--- src/rtl/riscv_pkg.sv ---
`default_nettype none
// ============================================================================
// Module   : riscv_pkg
// Brief    : Constants and types shared by the fetch unit and main_decoder:
//            reset PC, NOP encoding, fetch FSM encoding, major opcodes.
// Revision : 1.0  initial release
// ============================================================================
package riscv_pkg;

    // Default reset PC and the canonical NOP (addi x0, x0, 0)
    localparam logic [31:0] RESET_PC_DEFAULT  = 32'h0000_0000;
    localparam logic [31:0] NOP_INSTR_DEFAULT = 32'h0000_0013;

    // Wrong-path squash is only reachable once prefetch exists; kept off today
    localparam logic PREFETCH_EN = 1'b0;

    // Fetch FSM encoding
    typedef enum logic [1:0] {
        FETCH_IDLE = 2'd0,
        FETCH_REQ  = 2'd1,
        FETCH_WAIT = 2'd2,
        FETCH_HOLD = 2'd3
    } fetchState_t;

    // Major opcodes, instr[6:0]
    localparam logic [6:0] OP_LUI    = 7'b0110111;
    localparam logic [6:0] OP_AUIPC  = 7'b0010111;
    localparam logic [6:0] OP_JAL    = 7'b1101111;
    localparam logic [6:0] OP_JALR   = 7'b1100111;
    localparam logic [6:0] OP_BRANCH = 7'b1100011;
    localparam logic [6:0] OP_LOAD   = 7'b0000011;
    localparam logic [6:0] OP_STORE  = 7'b0100011;
    localparam logic [6:0] OP_IMM    = 7'b0010011;
    localparam logic [6:0] OP_REG    = 7'b0110011;

endpackage : riscv_pkg
`default_nettype wire

--- src/rtl/instr_fetch_unit.sv ---
`default_nettype none
// ============================================================================
// Module   : instr_fetch_unit
// Brief    : Owns the PC, fetches one instruction at a time over a
//            req/gnt/rvalid interface and hands it to decode over valid/ready.
//            Taken redirects are applied at hand-off; a misaligned target
//            halts fetch until reset.
// Revision : 1.0  initial release
// ============================================================================
module instr_fetch_unit
    import riscv_pkg::*;
#(
    parameter logic [31:0] RESET_PC  = RESET_PC_DEFAULT,
    parameter logic [31:0] NOP_INSTR = NOP_INSTR_DEFAULT
) (
    input  logic        clk,
    input  logic        reset_n,
    input  logic        redirect,
    input  logic [31:0] redirect_target,
    output logic        imem_req,
    output logic [31:0] imem_addr,
    input  logic        imem_gnt,
    input  logic        imem_rvalid,
    input  logic [31:0] imem_rdata,
    output logic        instr_valid,
    input  logic        instr_ready,
    output logic [31:0] instr,
    output logic [31:0] instr_pc,
    output logic [31:0] instr_pc4,
    output logic        misaligned
);

    fetchState_t r_state, w_state;
    logic [31:0] r_pc, w_pc;
    logic        r_imemReq, w_imemReq;
    logic        r_instrValid, w_instrValid;
    logic [31:0] r_instr, w_instr;
    logic [31:0] r_instrPc, w_instrPc;
    logic [31:0] r_instrPc4, w_instrPc4;
    logic        r_misaligned, w_misaligned;
    logic        r_drop, w_drop;
    logic        r_armed, w_armed;
    logic [31:0] w_pcPlus4;
    logic [31:0] w_targetPc;

    // 32-bit increment, carry out discarded so the PC wraps at 2^32
    assign w_pcPlus4  = r_pc + 32'd4;
    // jalr rule: bit 0 of the target is never kept
    assign w_targetPc = {redirect_target[31:1], 1'b0};

    // Next-state and next-output logic; everything defaults to hold
    always_comb begin
        w_state      = r_state;
        w_pc         = r_pc;
        w_imemReq    = 1'b0;
        w_instrValid = r_instrValid;
        w_instr      = r_instr;
        w_instrPc    = r_instrPc;
        w_instrPc4   = r_instrPc4;
        w_misaligned = r_misaligned;
        w_drop       = r_drop;
        w_armed      = r_armed;

        case (r_state)
            FETCH_IDLE: begin
                // One quiet cycle after reset; a misaligned halt parks here
                w_armed = 1'b1;
                if (r_armed && !r_misaligned) begin
                    w_state   = FETCH_REQ;
                    w_imemReq = 1'b1;
                end
            end
            FETCH_REQ: begin
                w_imemReq = 1'b1;
                if (imem_gnt) begin
                    w_state   = FETCH_WAIT;
                    w_imemReq = 1'b0;
                    // With prefetch a redirect could race the grant; mark the
                    // returning data as wrong-path in that case
                    w_drop    = r_drop | (PREFETCH_EN & redirect);
                end
            end
            FETCH_WAIT: begin
                if (imem_rvalid) begin
                    if (r_drop) begin
                        w_drop    = 1'b0;
                        w_state   = FETCH_REQ;
                        w_imemReq = 1'b1;
                    end else begin
                        w_state      = FETCH_HOLD;
                        w_instr      = imem_rdata;
                        w_instrPc    = r_pc;
                        w_instrPc4   = w_pcPlus4;
                        w_instrValid = 1'b1;
                    end
                end
            end
            FETCH_HOLD: begin
                if (instr_ready) begin
                    w_instrValid = 1'b0;
                    w_instr      = NOP_INSTR;
                    if (redirect) begin
                        w_pc = w_targetPc;
                        if (redirect_target[1]) begin
                            w_misaligned = 1'b1;
                            w_state      = FETCH_IDLE;
                        end else begin
                            w_state   = FETCH_REQ;
                            w_imemReq = 1'b1;
                        end
                    end else begin
                        w_pc      = w_pcPlus4;
                        w_state   = FETCH_REQ;
                        w_imemReq = 1'b1;
                    end
                end
            end
            default: w_state = FETCH_IDLE;
        endcase
    end

    // State and registered-output update with synchronous active-low reset
    always_ff @(posedge clk) begin
        if (!reset_n) begin
            r_state      <= FETCH_IDLE;
            r_pc         <= RESET_PC;
            r_imemReq    <= 1'b0;
            r_instrValid <= 1'b0;
            r_instr      <= NOP_INSTR;
            r_instrPc    <= RESET_PC;
            r_instrPc4   <= RESET_PC + 32'd4;
            r_misaligned <= 1'b0;
            r_drop       <= 1'b0;
            r_armed      <= 1'b0;
        end else begin
            r_state      <= w_state;
            r_pc         <= w_pc;
            r_imemReq    <= w_imemReq;
            r_instrValid <= w_instrValid;
            r_instr      <= w_instr;
            r_instrPc    <= w_instrPc;
            r_instrPc4   <= w_instrPc4;
            r_misaligned <= w_misaligned;
            r_drop       <= w_drop;
            r_armed      <= w_armed;
        end
    end

    assign imem_req    = r_imemReq;
    assign imem_addr   = r_pc;
    assign instr_valid = r_instrValid;
    assign instr       = r_instr;
    assign instr_pc    = r_instrPc;
    assign instr_pc4   = r_instrPc4;
    assign misaligned  = r_misaligned;

endmodule : instr_fetch_unit
`default_nettype wire

--- config.mk ---
export PLATFORM = sky130hd
export DESIGN_NAME = instr_fetch_unit
export DESIGN_NICKNAME = d
export VERILOG_FILES = /design/src/rtl/riscv_pkg.sv /design/src/rtl/instr_fetch_unit.sv
export SDC_FILE = /design/constraint.sdc
export NUM_CORES = 1
export LEC_CHECK = 0
export CORE_ASPECT_RATIO = 0.8
export CORE_MARGIN = 3
export CORE_UTILIZATION = 42
export DETAILED_ROUTE_END_ITERATION = 10
export PLACE_DENSITY_LB_ADDON = 0.1
export SLEW_MARGIN = 25
export SYNTH_ARGS = -nofsm -noshare
export SYNTH_HDL_FRONTEND = slang
export SYNTH_SLANG_ARGS = --single-unit
export TNS_END_PERCENT = 10
--- constraint.sdc ---
create_clock -name clk -period 2.1 [get_ports clk]
set_clock_uncertainty 0.1 [all_clocks]
set_input_delay 0.21 -clock clk [delete_from_list [all_inputs] [get_ports clk]]
set_output_delay 0.21 -clock clk [all_outputs]
set_load 0.005 [all_outputs]
==> reports/results.ini, run 1 <==
[power]
total_power_uw = 7750
worst_ir_drop_vdd_mv = 0.562
p_per_area_nw_per_um2 = 854
leakage_uw = 0.00315

[timing]
fin_crit_sh_pct = 99.2
setup_slack_ps = 16.4
min_period_ps = 2080
rsz0062_at_grt = yes
fmax_mhz = 480
setup_viol = 0
setup_tns_ps = 0
tightest_slew_ps = 647
max_slew_margin_pct = 56.8
timing.hold.ws_ps = 144
drv_slew = 0
hold_viol = 0

[floorplan]
pin_count = 201
rows = 38
dieHeight_um = 113
start_util_pct = 43.6
die_w_um = 140
die-area_um2 = 15700
core-area_um2 = 13700

[detailed_routing]
wl_met1_um = 8930
drt_first_pass_iters = 5
drt-total-wl_um = 20800
detail-route-antenna-nets = 0
wl_per_cell_um = 18.2
viasPerCell = 5.76
dr.max_layer_used = met4
wl_met2_um = 9740
drt_iter0_drc = 539
met3_length_um = 1780
vias = 6587
remaining_drc_errors = 0

[placed_design]
pre_cts_ws_ps = 39.4
port_buffers = 196
dp_hpwl_um = 14600
gp_congestion = 0.888

[logic_synthesis]
synth_largest_area_cell = dfxtp_1
yosysUniqueCellTypes = 57
syn-instance-count = 742
async_flop_share_pct = 0
synth_seq_cells = 130
ys.flop_type = dfxtp_1
syn_area_um2 = 5990
synth-seq-area-share_pct = 43.4
yosys_warnings = 0
synth_top_area_share_pct = 43.4
synth-edff-count = 0
synth_area_leaders = dfxtp_1 (43%), nand2_1 (6.5%), a21oi_1 (4.8%)
synth.avg_cell_area_um2 = 8.08

[critical_path]
reg2reg_depth = 5
crit_slowest_cell = or4_4
reg2reg_to = instr_pc4[29]$_SDFFE_PN0P_
r2r-start = imem_addr[18]$_SDFFE_PN0N_
crit_fanout = 21
reg2reg_slack_ps = 20
path_cells = nand4_4 -> or4_4 -> buf_4 -> or3_1 -> a31oi_1
cpPeakStageDelay_ps = 630
crit_type = register to register
critPathRequiredTime_ps = 2330
worstPathArrival_ps = 2320
crit_path_end_kind = register
start_kind = register

[clock_tree]
clkSinkCount = 130
cts_made_buffers = 17
clockRootBuffer = clkbuf_16
clkTransAtPathRegs_ps = 50
htreeDepth = 4
clockBufferDepth = 2
cts_tree = yes
insertion_delay_ps = 410

[final_layout]
area_delta_synth_final_pct = 51.4
multi_input_area_um2 = 3070
final_common_cell = clkdlybuf4s50_1
fillCellCount = 1172
seq_area_um2 = 2610
drive_gt1_share_pct = 11.8
final_util_pct = 66.0
antenna_cells = 0
layout.nets = 1027
layout_common_cells = clkdlybuf4s50_1 (195), dfxtp_1 (127), nand2_1 (101), nor2_1 (65), buf_4 (62)

[global_route]
grtUsageTotal_pct = 25.9
grt_overflow = 0
grt_pass1_vias = 6331
grt_max_degree = 52
antenna_found_initial = 0
grt_pass1_wl_um = 33300

[worst_hold_path]
worstHoldPathCells = 4
holdPathEnd = imem_addr[1]$_SDFFE_PN0P_
worstHoldStart = redirect
hp-class = input port to register

[run]
max-cap-violations = 0

[run_status]
status = finished clean

==> worst max-delay path by stage <==
| stage | startpoint | end | cells past startpoint | slack [ps] |
|---|---|---|---|---|
| 3_3_place_gp | imem_addr[18]$_SDFFE_PN0N_ | instr_pc4[31]$_SDFFE_PN0P_ | 4 | 90 |
| 6_report | imem_addr[18]$_SDFFE_PN0N_ | instr_pc4[29]$_SDFFE_PN0P_ | 5 | 20 |
| 5_1_grt | imem_addr[11]$_SDFFE_PN0N_ | instr_pc4[24]$_SDFFE_PN0P_ | 4 | -30 |
| 2_1_floorplan | imem_addr[12]$_SDFFE_PN0N_ | instr_pc4[24]$_SDFFE_PN0P_ | 6 | -20 |
| 4_1_cts | imem_addr[3]$_SDFFE_PN0N_ | imem_addr[26]$_SDFFE_PN0N_ | 5 | 20 |
| 3_5_place_dp | imem_addr[3]$_SDFFE_PN0N_ | imem_addr[26]$_SDFFE_PN0N_ | 5 | 40 |
==> routing by layer <==
metal | global-route usage, % | vias up
li1 | - | 3130
met3 | 6.21 | 28
met4 | 7.30 | 0
met5 | 0 | -
met2 | 41.3 | 319
met1 | 35.3 | 3110
==> power by group <==
group | leakage, µW | internal [µW] | switching, µW
registers | 0.00105 | 2690 | 138
clock network | 0.000313 | 2110 | 1080
logic | 0.00178 | 874 | 864
total | 0.00315 | 5670 | 2080
==> cell families (layout without fill, tap and decap cells) <==
group	count (synthesis)	in the layout	synth area share [%]
buf+inv	82	302	5.76
other cells	1	3	0.0626
xor+xnor	10	10	1.46
mux	4	4	0.668
compound gates	216	216	23.6
simple gates	293	293	23.8
flops	130	130	43.4
fa+ha+maj	6	6	1.25
==> sequential cells by signal (all words and copies together) (netlist names) <==
| name | flops |
|---|---|
| imem_addr | 31 |
| instr_pc | 31 |
| instr | 32 |
| instr_valid | 1 |
| r_armed | 1 |
| misaligned | 1 |
| imem_req | 1 |
| r_state | 2 |
| instr_pc4 | 30 |
==> final cells by class <==
| type | count | area share (%) |
|---|---|---|
| Multi-Input combinational cell | 532 | 33.8 |
| Sequential cell | 130 | 28.7 |
| Timing Repair Buffer | 262 | 27.6 |
| Clock buffer | 23 | 5.38 |
| Tap cell | 180 | 2.48 |
| Clock inverter | 9 | 1.67 |
| Inverter | 8 | 0.345 |
==> Yosys cell counts (3+ instances only) <==
cell,instances
a211oi_1,11
a21oi_1,58
a22oi_1,33
a311oi_1,8
a31oi_1,19
and2_1,5
and3_1,11
and4_1,5
buf_1,14
buf_2,9
buf_4,5
clkbuf_1,45
dfxtp_1,130
ha_1,6
inv_1,6
mux2i_1,4
nand2_1,103
nand2b_1,6
nand3_1,24
nand4_1,10
nor2_1,66
nor2b_1,4
nor3_1,17
nor4_1,14
o2111ai_1,4
o211ai_1,6
o21a_1,6
o21ai_0,34
o22ai_1,5
o311ai_0,4
o31a_1,5
o31ai_1,7
or3_1,10
or4_1,10
xnor2_1,7
xor2_1,3
==> worst max-delay path: cells and delay by family (launching register included) <==
family	cells	cell delay, ps
and+or+nand+nor	3	1100
buffers and inverters	1	220
AOI/OAI and AO/OA	1	180
DFF	1	400
==> stage by stage <==
step	instances	area, µm²
2_1_floorplan	744	6000
3_3_place_gp	1110	8400
3_5_place_dp	1110	8400
4_1_cts	1142	9040
5_1_grt	1144	9070
6_report	1144	9070
==> repair_timing <==
action | 4_1_cts | 5_1_grt
setup buffers | 0 | 2
hold buffers | 0 | 0
setup endpoints to repair | 0 | 47
gates resized for setup | 0 | 7
endpoints found under the hold margin | 0 | 0
Note: power is estimated with default switching activity, not from simulation.
==> run 2, diff against run 1 <==
--- a/config.mk
+++ b/config.mk
@@ -7,7 +7,8 @@
 export LEC_CHECK = 0
 export CORE_ASPECT_RATIO = 0.8
 export CORE_MARGIN = 3
-export CORE_UTILIZATION = 42
+export CORE_UTILIZATION = 50
+export CTS_BUF_LIST = sky130_fd_sc_hd__clkbuf_16
 export DETAILED_ROUTE_END_ITERATION = 10
 export PLACE_DENSITY_LB_ADDON = 0.1
 export SLEW_MARGIN = 25
==> constraint.sdc (replaced) <==
create_clock -name clk -period 2.45 [get_ports clk]
set_clock_uncertainty 0.1 [all_clocks]
set_input_delay 0.245 -clock clk [delete_from_list [all_inputs] [get_ports clk]]
set_output_delay 0.245 -clock clk [all_outputs]
set_load 0.005 [all_outputs]
==> run 2 against run 1 <==
Sequential power is 14% lower; core utilization grew 9.6 points; die area shrank 15%; non-clock buffer count fell by 22; largest cell class unchanged.
==> reports/results.ini, run 2 (synthesis gave the netlist of run 1 again) <==
[run_status]
status = finished clean  ; unchanged

[final_layout]
antenna_cells = 0  ; unchanged
final_common_cell = clkdlybuf4s50_1  ; unchanged
layout.nets = 1005  ; was 1027
area_delta_synth_final_pct = 46.5  ; was 51.4%
layout_common_cells = clkdlybuf4s50_1 (195), dfxtp_1 (130), nand2_1 (103), nor2_1 (65), a21oi_1 (58)  ; was clkdlybuf4s50_1 (195), dfxtp_1 (127), nand2_1 (101), nor2_1 (65), buf_4 (62)
finalInstanceArea_um2 = 8780  ; was 9070 µm²
largest_register_ffs = 32  ; unchanged
seq_area_um2 = 2600  ; was 2610 µm²
fillCellCount = 818  ; was 1172
multi_input_area_um2 = 3060  ; was 3070 µm²
instances_no_fill = 1089  ; was 1144
drive_gt1_share_pct = 8.93  ; was 11.8%

[critical_path]
crit_fanout = 31  ; was 21
reg2reg_to = imem_addr[26]$_SDFFE_PN0N_  ; was instr_pc4[29]$_SDFFE_PN0P_
crit_path_end_kind = register  ; unchanged
crit_type = register to register  ; unchanged
worstPathArrival_ps = 2570  ; was 2320 ps
critPathRequiredTime_ps = 2680  ; was 2330 ps
reg2reg_slack_ps = 110  ; was 20 ps
r2r-start = imem_addr[18]$_SDFFE_PN0N_  ; unchanged
reg2reg_depth = 4  ; was 5
start_kind = register  ; unchanged

[clock_tree]
postCtsSetupRepairBufs = 0  ; unchanged
cts_hold_buf = 0  ; unchanged
cts_tree = yes  ; unchanged
clkSinkCount = 130  ; unchanged
clkTransAtPathRegs_ps = 60  ; was 50 ps
clockBufferDepth = 2  ; unchanged
cts_resized = 0  ; unchanged
insertion_delay_ps = 410  ; about the same
clockRootBuffer = clkbuf_16  ; unchanged
htreeDepth = 4  ; unchanged
cts_made_buffers = 17  ; unchanged

[global_route]
grt_overflow = 0  ; unchanged
grt_max_degree = 61  ; was 52
antenna_found_initial = 0  ; unchanged
grtUsageTotal_pct = 30.2  ; was 25.9%
grt_pass1_vias = 6401  ; was 6331
grt_pass1_wl_um = 32900  ; was 33300 µm

[detailed_routing]
vias = 6630  ; was 6587
drt_iter0_drc = 678  ; was 539
drt-total-wl_um = 20400  ; was 20800 µm
remaining_drc_errors = 0  ; unchanged
wl_per_cell_um = 18.7  ; was 18.2 µm
drt_first_pass_iters = 6  ; was 5
detail-route-antenna-nets = 0  ; unchanged
viasPerCell = 6.09  ; was 5.76

[floorplan]
die_w_um = 128  ; was 140 µm
die-area_um2 = 13300  ; was 15700 µm²
pin_count = 201  ; unchanged
rows = 35  ; was 38
start_util_pct = 51.6  ; was 43.6%
core-area_um2 = 11600  ; was 13700 µm²
dieHeight_um = 104  ; was 113 µm

[placed_design]
placedInstanceArea_um2 = 8190  ; was 8400 µm²
gp_congestion = 0.895  ; was 0.888
dp.cells = 1058  ; was 1110
port_buffers = 196  ; unchanged
dp_hpwl_um = 13700  ; was 14600 µm

[timing]
drv_slew = 0  ; unchanged
fmax_mhz = 427  ; was 480 MHz
setup_viol = 0  ; unchanged
fin_crit_sh_pct = 95.5  ; was 99.2%
rsz0062_at_grt = no  ; was yes
hold_viol = 0  ; unchanged
min_period_ps = 2340  ; was 2080 ps
max_slew_margin_pct = 55.1  ; was 56.8%
setup_tns_ps = 0  ; unchanged
tightest_slew_ps = 673  ; was 647 ps

[power]
worst_ir_drop_vdd_mv = 0.544  ; was 0.562 mV
p_per_area_nw_per_um2 = 731  ; was 854 nW/µm²
leakage_uw = 0.00301  ; was 0.00315 µW

[worst_hold_path]
holdPathEnd = imem_addr[2]$_SDFFE_PN0N_  ; was imem_addr[1]$_SDFFE_PN0P_
hp-class = input port to register  ; unchanged
worstHoldStart = redirect  ; unchanged
worstHoldPathCells = 3  ; was 4

[run]
max-cap-violations = 0  ; unchanged

## run 2: area by class of cell
type                            count  area share (%)
Clock inverter                     14            1.88
Clock buffer                       17            4.85
Inverter                            8           0.356
Timing Repair Buffer              240            26.3
Sequential cell                   130            29.7
Tap cell                          148            2.11
Multi-Input combinational cell    532            34.8
## run 2: critical path: stages, from the launching register on
cell and delay (ps):
dfxtp_1 530, nand4_4 190, or4_4 690, or4_1 570
a41oi_1 160
## run 2: routing by layer
| layer | vias to the layer above | GRT usage (%) | part of all wire (%) |
|---|---|---|---|
| li1 | 3071 | - | - |
| met2 | 377 | 48.5 | 48 |
| met1 | 3142 | 39.5 | 41 |
| met4 | 0 | 10.1 | 1.7 |
| met3 | 40 | 7.91 | 9.6 |
| met5 | - | 0 | 0 |
## run 2: through the flow
step | hold WS (ps) | utilization [%] | worst slack, ps | total power, µW
after detailed placement | 346 | 70.5 | 128 | 3850
after floorplan | 290 | - | 320 | 3150
after global placement | 341 | 70.5 | 208 | 3790
after CTS | 125 | 75.6 | 130 | 6410
after global routing | 184 | 75.6 | 0.157 | 6670
final | 140 | 75.6 | 110 | 6410
## run 2: how the worst max path moves through the flow
stage / startpoint / end / slack [ps] / cells after the start
2_1_floorplan: imem_addr[11]$_SDFFE_PN0N_ / imem_addr[23]$_SDFFE_PN0N_ / 320 / 7
3_3_place_gp: imem_addr[18]$_SDFFE_PN0N_ / imem_addr[26]$_SDFFE_PN0N_ / 210 / 4
3_5_place_dp: imem_addr[18]$_SDFFE_PN0N_ / imem_addr[26]$_SDFFE_PN0N_ / 130 / 4
4_1_cts: imem_addr[18]$_SDFFE_PN0N_ / imem_addr[26]$_SDFFE_PN0N_ / 130 / 4
5_1_grt: imem_addr[18]$_SDFFE_PN0N_ / instr_pc4[26]$_SDFFE_PN0P_ / 0.2 / 4
6_report: imem_addr[18]$_SDFFE_PN0N_ / imem_addr[26]$_SDFFE_PN0N_ / 110 / 4
## run 2: power by group
part           switching, µW  internal (µW)
registers                129           2300
clock network            979           1590
logic                    723            691
==> run 3, diff against run 2 <==
==> constraint.sdc (replaced) <==
create_clock -name clk -period 2.45 [get_ports clk]
set_clock_uncertainty 0.1 [all_clocks]
set_input_delay 0.3675 -clock clk [delete_from_list [all_inputs] [get_ports clk]]
set_output_delay 0.3675 -clock clk [all_outputs]
set_load 0.005 [all_outputs]
==> run 3 against run 2 <==
Via count down 1.3%; register-to-register slack improved by 120 ps; wire length decreased by 2.6%; total power grew 1.2%; combinational power barely moved; setup slack better by 120 ps; core utilization grew 0.097 points; global-route usage down 1.3 points; sequential power barely moved; largest cell class unchanged.
==> reports/results.ini, run 3 (synthesis gave the netlist of run 1 again) <==
[run_status]
status = finished clean  ; unchanged

[floorplan]
rows = 35  ; unchanged
start_util_pct = 51.6  ; unchanged
pin_count = 201  ; unchanged
die_w_um = 128  ; unchanged
die-area_um2 = 13300  ; unchanged
core-area_um2 = 11600  ; unchanged
dieHeight_um = 104  ; unchanged

[run]
max-cap-violations = 0  ; unchanged

[timing]
tightest_slew_ps = 627  ; was 673 ps
setup_viol = 0  ; unchanged
timing.hold.ws_ps = 331  ; was 140 ps
setup_slack_ps = 234  ; was 110 ps
hold_viol = 0  ; unchanged
fmax_mhz = 451  ; was 427 MHz
setup_tns_ps = 0  ; unchanged
min_period_ps = 2220  ; was 2340 ps
fin_crit_sh_pct = 90.4  ; was 95.5%
max_slew_margin_pct = 58.2  ; was 55.1%
drv_slew = 0  ; unchanged
rsz0062_at_grt = no  ; unchanged

[placed_design]
gp_congestion = 0.921  ; was 0.895
dp_hpwl_um = 13400  ; was 13700 µm
pre_cts_ws_ps = 217  ; was 128 ps
port_buffers = 196  ; unchanged

[critical_path]
crit_fanout = 31  ; unchanged
reg2reg_slack_ps = 230  ; was 110 ps
crit_type = register to register  ; unchanged
crit_path_end_kind = register  ; unchanged
worstPathArrival_ps = 2460  ; was 2570 ps
start_kind = register  ; unchanged
critPathRequiredTime_ps = 2700  ; was 2680 ps

[power]
worst_ir_drop_vdd_mv = 0.498  ; was 0.544 mV
p_per_area_nw_per_um2 = 738  ; was 731 nW/µm²
leakage_uw = 0.00301  ; about the same

[detailed_routing]
wl_met1_um = 8510  ; was 8350 µm
drt_first_pass_iters = 5  ; was 6
vias = 6547  ; was 6630
dr.max_layer_used = met4  ; unchanged
drt-total-wl_um = 19800  ; was 20400 µm
wl_per_cell_um = 18.2  ; was 18.7 µm
detail-route-antenna-nets = 0  ; unchanged
drt_iter0_drc = 757  ; was 678
met3_length_um = 1840  ; was 1950 µm
wl_met2_um = 9110  ; was 9710 µm
remaining_drc_errors = 0  ; unchanged
viasPerCell = 6.02  ; was 6.09

[global_route]
grt_max_degree = 54  ; was 61
grt_pass1_wl_um = 31500  ; was 32900 µm
antenna_found_initial = 0  ; unchanged
grt_pass1_vias = 6144  ; was 6401
grtUsageTotal_pct = 29.0  ; was 30.2%
grt_overflow = 0  ; unchanged

[clock_tree]
cts_tree = yes  ; unchanged
clockBufferDepth = 2  ; unchanged
clkTransAtPathRegs_ps = 60  ; about the same
htreeDepth = 4  ; unchanged
clkSinkCount = 130  ; unchanged
clockRootBuffer = clkbuf_16  ; unchanged
cts_hold_buf = 0  ; unchanged
postCtsSetupRepairBufs = 0  ; unchanged
insertion_delay_ps = 420  ; was 410 ps
cts_resized = 0  ; unchanged
cts_made_buffers = 17  ; unchanged

[final_layout]
layout_common_cells = clkdlybuf4s50_1 (195), dfxtp_1 (130), nand2_1 (103), nor2_1 (65), a21oi_1 (58)  ; unchanged
largest_register_ffs = 32  ; unchanged
final_common_cell = clkdlybuf4s50_1  ; unchanged
drive_gt1_share_pct = 8.72  ; was 8.93%
layout.nets = 1003  ; was 1005
antenna_cells = 0  ; unchanged
area_delta_synth_final_pct = 46.7  ; was 46.5%

[worst_hold_path]
hp-class = input port to register  ; unchanged

==> run 3: cell count changes in the layout (fill, tap and decap cells not counted) <==
cell        change
clkinvlp_4      -1
buf_4           -2
bufinv_16       +1
inv_1           +1
==> run 3: through the flow <==
stage / area, µm² / std cells / util, % / power, µW
finish: 8790 / 1088 / 75.7 / 6490
global route: 8790 / 1088 / 75.7 / 6750
CTS: 8790 / 1088 / 75.7 / 6500
detailed placement: 8170 / 1056 / 70.4 / 3840
global placement: 8170 / 1056 / 70.4 / 3790
floorplan: 6000 / 744 / - / 3150
==> run 3: layout make-up <==
type                    count  area [µm²]
clock buffers              17         425
inverters                   8        31.3
flip-flops and latches    130        2600
multi-input cells         532        3060
clock inverters            15         191
well taps                 148         185
repair buffers            238        2300
fillers                   843        2820
==> run 3: power by group <==
part	switching, µW	internal [µW]
combinational	704	685
clock	979	1690
sequential	126	2300
total	1810	4680
==> run 3: layer usage <==
metal | track usage [%] | up-vias
li1 | - | 3072
met1 | 39.3 | 3122
met2 | 44.8 | 317
met3 | 8.01 | 36
met4 | 9.17 | 0
met5 | 0 | -
==> run 3: final timing paths <==
path,cells past startpoint,to,startpoint
setup / recovery,4,instr_pc4[30]$_SDFFE_PN0P_,imem_addr[18]$_SDFFE_PN0N_
hold reg to reg,2,instr_pc[21]$_SDFFE_PN0P_,instr_pc[21]$_SDFFE_PN0P_
setup reg to reg,4,instr_pc4[30]$_SDFFE_PN0P_,imem_addr[18]$_SDFFE_PN0N_
hold / removal,3,imem_addr[26]$_SDFFE_PN0N_,redirect
==> run 3: worst max-delay path, stage by stage, from the launching register on <==
cell and delay [ps]:
dfxtp_1 430, nand4_4 170, or4_4 690, or4_1 570, a31oi_1 190
